[src/rtl/wb_intercon.sv]
// Shared-bus Wishbone interconnect: N masters, M slaves.
// Registered round-robin grant with cycle lock, lowest-index mask/base decode,
// and a watchdog that answers unmapped or stalled strobes with a one-cycle err.
module wb_intercon #(
    parameter int                        num_masters = 4,
    parameter int                        num_slaves  = 8,
    parameter logic [32*num_slaves-1:0]  slave_base  = {num_slaves{32'h0}},
    parameter logic [32*num_slaves-1:0]  slave_mask  = {num_slaves{32'h0}},
    parameter int                        timeout     = 1024
) (
    input  logic                         clk,
    input  logic                         reset,

    input  logic [32*num_masters-1:0]    m_adr_i,
    input  logic [32*num_masters-1:0]    m_dat_i,
    input  logic [4*num_masters-1:0]     m_sel_i,
    input  logic [num_masters-1:0]       m_we_i,
    input  logic [num_masters-1:0]       m_cyc_i,
    input  logic [num_masters-1:0]       m_stb_i,
    output logic [31:0]                  m_dat_o,
    output logic [num_masters-1:0]       m_ack_o,
    output logic [num_masters-1:0]       m_err_o,
    output logic [num_masters-1:0]       m_rty_o,

    output logic [31:0]                  s_adr_o,
    output logic [31:0]                  s_dat_o,
    output logic [3:0]                   s_sel_o,
    output logic                         s_we_o,
    output logic                         s_cyc_o,
    output logic [num_slaves-1:0]        s_stb_o,
    input  logic [32*num_slaves-1:0]     s_dat_i,
    input  logic [num_slaves-1:0]        s_ack_i,
    input  logic [num_slaves-1:0]        s_err_i,
    input  logic [num_slaves-1:0]        s_rty_i,

    output logic [num_masters-1:0]       gnt_o,
    output logic                         wdt_o
);

    localparam int MI_W  = (num_masters > 1) ? $clog2(num_masters) : 1;
    localparam int CNT_W = $clog2(timeout);

    typedef enum logic {
        IDLE,
        OWNED
    } arb_state_t;

    arb_state_t             state;
    logic [MI_W-1:0]        ptr;

    logic [31:0]            own_adr;
    logic [31:0]            own_dat;
    logic [3:0]             own_sel;
    logic                   own_we;
    logic                   own_cyc;
    logic                   own_stb;
    logic                   owned;

    logic                   rearb;
    logic                   found;
    logic [MI_W-1:0]        nxt_idx;
    logic [num_masters-1:0] nxt_gnt;

    logic [num_slaves-1:0]  hit;
    logic [num_slaves-1:0]  dec_oh;
    logic                   dec_hit;
    logic                   sl_ack;
    logic                   sl_err;
    logic                   sl_rty;

    logic                   err_q;
    logic [CNT_W-1:0]       wd_cnt;
    logic                   term;
    logic                   unmapped;
    logic                   stall;
    logic                   wdt_fire;
    logic                   err_set;

    assign owned = (state == OWNED);

    // Route the current owner's request signals onto the shared bus.
    always_comb begin
        own_adr = '0;
        own_dat = '0;
        own_sel = '0;
        own_we  = 1'b0;
        own_cyc = 1'b0;
        own_stb = 1'b0;
        for (int i = 0; i < num_masters; i++) begin
            if (gnt_o[i]) begin
                own_adr = m_adr_i[32*i +: 32];
                own_dat = m_dat_i[32*i +: 32];
                own_sel = m_sel_i[4*i +: 4];
                own_we  = m_we_i[i];
                own_cyc = m_cyc_i[i];
                own_stb = m_stb_i[i];
            end
        end
    end

    // Pick the first requester after the pointer, wrapping modulo num_masters.
    always_comb begin
        found   = 1'b0;
        nxt_idx = ptr;
        nxt_gnt = '0;
        for (int i = 0; i < num_masters; i++) begin
            if (!found && m_cyc_i[i] && (i > int'(ptr))) begin
                found      = 1'b1;
                nxt_idx    = MI_W'(i);
                nxt_gnt[i] = 1'b1;
            end
        end
        for (int i = 0; i < num_masters; i++) begin
            if (!found && m_cyc_i[i] && (i <= int'(ptr))) begin
                found      = 1'b1;
                nxt_idx    = MI_W'(i);
                nxt_gnt[i] = 1'b1;
            end
        end
    end

    // The bus is re-arbitrated when idle or once the owner releases cyc.
    assign rearb = !owned || !own_cyc;

    // Arbiter state machine with registered one-hot grant.
    always_ff @(posedge clk) begin
        if (reset) begin
            state <= IDLE;
            gnt_o <= '0;
            ptr   <= MI_W'(num_masters - 1);
        end else if (rearb) begin
            if (found) begin
                state <= OWNED;
                gnt_o <= nxt_gnt;
                ptr   <= nxt_idx;
            end else begin
                state <= IDLE;
                gnt_o <= '0;
            end
        end
    end

    // Address decode; the lowest-index hitting slave wins on overlap.
    always_comb begin
        hit    = '0;
        dec_oh = '0;
        for (int j = 0; j < num_slaves; j++) begin
            hit[j] = ((own_adr & slave_mask[32*j +: 32]) == slave_base[32*j +: 32]);
        end
        for (int j = num_slaves - 1; j >= 0; j--) begin
            if (hit[j] && owned) begin
                dec_oh    = '0;
                dec_oh[j] = 1'b1;
            end
        end
    end

    assign dec_hit = |dec_oh;

    // Read data and terminations from the decoded slave only.
    always_comb begin
        m_dat_o = '0;
        for (int j = 0; j < num_slaves; j++) begin
            if (dec_oh[j]) begin
                m_dat_o = s_dat_i[32*j +: 32];
            end
        end
    end

    assign sl_ack = |(dec_oh & s_ack_i);
    assign sl_err = |(dec_oh & s_err_i);
    assign sl_rty = |(dec_oh & s_rty_i);

    // A pending interconnect error suppresses the strobe and overrides slave ack/rty.
    assign s_adr_o = own_adr;
    assign s_dat_o = own_dat;
    assign s_sel_o = own_sel;
    assign s_we_o  = own_we;
    assign s_cyc_o = own_cyc;
    assign s_stb_o = dec_oh & {num_slaves{own_stb && !err_q}};

    assign m_ack_o = gnt_o & {num_masters{sl_ack && !err_q}};
    assign m_rty_o = gnt_o & {num_masters{sl_rty && !err_q}};
    assign m_err_o = gnt_o & {num_masters{err_q || sl_err}};
    assign wdt_o   = err_q;

    // Any termination seen by the owner restarts the stall count.
    assign term     = sl_ack || sl_err || sl_rty || err_q;
    assign unmapped = owned && own_stb && !(|hit) && !err_q;
    assign stall    = owned && own_stb && dec_hit && !term;
    assign wdt_fire = stall && (wd_cnt == CNT_W'(timeout - 1));
    // Only raise the error if the same owner still holds the bus next cycle.
    assign err_set  = (unmapped || wdt_fire) && !rearb;

    // Watchdog counter and the registered one-cycle error pulse.
    always_ff @(posedge clk) begin
        if (reset) begin
            err_q  <= 1'b0;
            wd_cnt <= '0;
        end else begin
            err_q <= err_set;
            if (rearb || term || err_set) begin
                wd_cnt <= '0;
            end else if (stall) begin
                wd_cnt <= wd_cnt + CNT_W'(1);
            end
        end
    end

endmodule

[config.mk]
export PLATFORM = sky130hd
export DESIGN_NAME = wb_intercon
export DESIGN_NICKNAME = d
export VERILOG_FILES = /design/src/rtl/wb_intercon.sv
export SDC_FILE = /design/constraint.sdc
export NUM_CORES = 1
export LEC_CHECK = 0
export CAP_MARGIN = 20
export CORE_AREA = 2 2 270 272
export DETAILED_ROUTE_END_ITERATION = 8
export DIE_AREA = 0 0 272 274
export GPL_ROUTABILITY_DRIVEN = 1
export PLACE_DENSITY_LB_ADDON = 0.08
export SYNTH_ARGS = -nofsm -noshare
export SYNTH_HDL_FRONTEND = slang
export SYNTH_SLANG_ARGS = --single-unit
[constraint.sdc]
create_clock -name clk -period 2.01 [get_ports clk]
set_input_delay 0.3015 -clock clk [delete_from_list [all_inputs] [get_ports clk]]
set_output_delay 0.3015 -clock clk [all_outputs]
set_load 0.01 [all_outputs]
Word level (Yosys, flattened, before mapping). Cells that the tools add are included. Widths: inputs -> output; s select.

Flip-flop bits (word level): 18. Input port bits: 566. Output and inout bits: 127. Word-level logic and storage cells: 120.

Add/subtract/negate cells: 1. Order comparisons: 6. Equality and inequality tests: 1. Multiplexer cells: 55. Bitwise operators: 7. Reduce and logical (&&, ||, !) cells: 45.

Operators with widths (number): $mux 32 (16); $and 8x8->8 (4); $reduce_or 8->1 (4); $mux 1 (27); $logic_and 1x1->1 (20); $mux 4 (5); $mux 2 (7); $and 4x4->4 (3); $logic_not 1->1 (11); $add 10x1->10 const B (1); $eq 10x10->1 const B (1); $logic_or 1x1->1 (7); $reduce_bool 7->1 (1); $gt 2x2->1 const A (2); $le 2x2->1 const A (2); $reduce_and 3->1 (1); $gt 1x2->1 const A (1); $le 1x2->1 const A (1); $reduce_or 2->1 (1).

Depth between registers and ports, before layout.
Depth in word-level cells: 27. Gate-level depth with buffers: 7. Gate-level depth less buffers: 5.

Worst setup path before layout. Ideal clock, no wire load.

Kind: reg2out. Start point: register gnt_o[0]. End point: output s_dat_o[25]. Arrival: 1.552 ns. Required time: 1.709 ns. Path slack: 0.157 ns. Cell stages (with the launch flop): 8. Path buffers: 3. Cell sequence: dfxtp_1 nor2b_1 buf_4 buf_2 buf_2 a221o_1 o21ai_0 o21ai_0.

Longest elaborated chain between the ends: 4.

RTL lines: from (decl) (line 36) `output logic [num_masters-1:0] gnt_o,`; from (signal assigned) (line 134) `gnt_o <= nxt_gnt;`; $mux 32 (4 in a row) (line 90) `if (gnt_o[i]) begin`; to (decl) (line 26) `output logic [31:0] s_dat_o,`.

No other way between the ends.

Worst setup path in the final report.
Start point: register gnt_o[1]. End point: output s_dat_o[31].

Longest elaborated chain between the ends: 3.

RTL lines (line): $mux 32 (3 in a row) (90).

No other way between the ends.

==> reports/summary.txt <==
Final setup fails = 25
FF/Latch Area = 374 µm²
Global-route met2 utilization = 15.4%
Cell taking the most area after synthesis = o21ai_0
Final-layout fill cell count = 8289
Largest net degree at the start of global routing = 53
Busiest grt layer = met2
Outcome = finished, violations left
Num rows = 99
Final Hold Viols = 0
Antenna Nets Post-Route = 0
Worst Hold Class = reg2reg
Violated checks = negative setup slack
Core area = 0.0720 mm²
Post-synth EDFFs = 0
Clock root buffer master = clkbuf_16
CP Class = reg2out
Synth Cell Area = 0.00327 mm²
Synth unique cells = 49
Port Buffers = 440
Die height = 274 µm
Hold path depth = 2
Hold Crit Start = wd_cnt[4]
Lkg Pwr = 3.59 nW
Clock sinks = 18
Setup ws final = -103 ps
WP data required = 1710 ps
GR Layer Usage met3 = 2.17%
Top post-synthesis cells by area = o21ai_0 22%, a221o_1 21%, dfxtp_1 11%
Share of cells above drive strength 1 = 22.1%
First-pass GRT wire length = 45.2 mm
Pre-antenna DRT Iters = 4
Hold EP = wd_cnt[4]
Num ports = 693
Die area = 0.0745 mm²
Design Area, Final = 0.00979 mm²
Max-Cap Viols = 0
Synth cell count leaders = 147 x o21ai_0, 79 x nand2_1, 69 x a221o_1
DRC viols = 0
CP arrival = 1810 ps
Top cell type's share of synthesized area = 22.5%
Worst R2R Path Depth = 11
Met1 usage = 9.60%
Max FO, Critical Path = 9
Flop2flop setup slack = -60 ps
Mapped Cells = 519
Pwr per Cell Area = 370 mW/mm²
Die width = 272 µm
Part of the Yosys area used for sequential elements = 11.0%
Total power = 0.00363 W
Area Overhead vs Synth = 199%
RSZ-0062 raised after global routing = true
H-tree Lvls = 1
Via density = 3.01
Initial antenna violation count = 1
Highest Clock Rate = 473 MHz
Worst reg2reg endpoint = wd_cnt[7]
Yosys warnings = 0
Most frequent cell after synthesis = o21ai_0
Clock-pin slew on the worst setup and hold paths = 60 ps
#FFs+latches synth = 18
Number of CTS-inserted buffers = 3
Gr usage total = 8.23%
Area of the multi-input gates = 0.00279 mm²
Clk_lat worst skew = 250 ps
Post-CTS Hold Buffers = 0
Detailed Route Iter0 Violations = 246
Clock skew = 2.85 ps
GRT overflow = 0
Period minus WS final = 2110 ps
Peak VDD IR = 0.000211 V
GPL Wtd Cong = 0.751
Post-Route WL = 33.6 mm
Post-DP HPWL = 27.0 mm
Post-layout util = 13.6%
CP startpoint kind = flip-flop
Layout net count = 1580
Main synth FF type = dfxtp_1
Average wire per standard cell = 17.1 µm
Fin Setup TNS = -1130 ps
Placement Cell Area = 0.00947 mm²
CTS tree = done
Maximum clock path buffer count = 2
Period utilisation layout = 105%
Mean Syn Cell Area = 6.31 µm²
FF-to-FF Start = gnt_o[1]
Asr flop ratio synth = 0%
Starting density of the core = 4.55%
Final slew viol count = 0
Critical Path End Type = primary output
Vias = 5929
Vias in the first global route = 6139
-- cell usage in the layout, fill, tap and decap left out, drive strengths merged, types with 3 or more instances in the layout --
cell           count
clkdlybuf4s50    358
buf              177
dlygate4sd2        8
nand3              5
clkbuf             6
o21ai            148
nand4              3
nand2             79
inv                5
a21oi             17
or3                5
nand2b             4
a221o             70
nor2b              5
and2              33
conb               7
nor2              14
nor3               3
dfxtp             18
and3               8
dlymetal6s2s       3
or4                4
-- logic make-up (layout without fill, tap and decap cells) --
group	after synthesis	count (layout)	share of synthesized area [%]
multiplexers	2	2	0.611
flip-flops	18	18	11.0
AO/OA/AOI/OAI	252	252	51.5
adder cells (fa/ha/maj)	1	1	0.382
XOR/XNOR	2	2	0.535
buffers and inverters	70	557	9.09
other	1	8	0.115
AND/OR/NAND/NOR	173	173	26.7
-- how the worst max path moves through the flow --
stage / slack (ps) / end / cells after the start / start
detailed placement: -320 / s_dat_o[30] / 6 / m_dat_i[62]
floorplan: 160 / s_dat_o[25] / 7 / gnt_o[0]
global placement: -340 / s_dat_o[30] / 6 / m_dat_i[62]
global route: -190 / wd_cnt[7] / 11 / gnt_o[0]
finish: -100 / s_dat_o[31] / 8 / gnt_o[1]
CTS: -150 / s_dat_o[30] / 8 / gnt_o[1]
-- sequential cells by signal (all words and copies together) (netlist names) --
name    cells
gnt_o       4
wdt_o       1
wd_cnt     10
owned       1
ptr         2
-- timing repair --
item / 4_1_cts / 5_1_grt
pin swaps: 31 / 65
endpoints found under the setup margin: 113 / 89
resized for setup: 424 / 113
gates cloned: 3 / 2
buffers inserted: 17 / 7
hold endpoints to repair: 0 / 0
-- critical path, stage by stage, from the launching register on --
cell	delay, ps
dfxtp_4	370
nor2b_4	220
buf_12	170
buf_4	120
buf_12	110
a221o_1	210
o21ai_1	80
o21ai_1	120
buf_2	140
-- layer usage --
metal,part of all wire [%],wire (µm),up-vias
met4,0.82,276,0
met1,40,13400,2716
met5,0,0,-
met3,7.5,2530,10
li1,-,-,2946
met2,52,17400,257
-- area by class of cell --
| cell class | count | area share (%) |
|---|---|---|
| repair buffers | 548 | 54.4 |
| multi-input cells | 437 | 28.5 |
| well taps | 959 | 12.3 |
| flip-flops and latches | 18 | 3.82 |
| clock buffers | 4 | 0.805 |
| inverters | 5 | 0.192 |
| diodes | 1 | 0.0256 |
-- stage by stage --
stage               setup slack [ps]  cells  hold slack (ps)
global route                    -187   1972              508
global placement                -344   1943              474
floorplan                        157    525              437
finish                          -103   1972              478
detailed placement              -319   1943              471
CTS                             -146   1965              483
-- power breakdown --
| part | switching (W) | internal, W |
|---|---|---|
| clock network | 0.000153 | 0.000270 |
| registers | 0.0000285 | 0.000372 |
| logic | 0.00122 | 0.00158 |
Power figures use the tool's default switching activity.
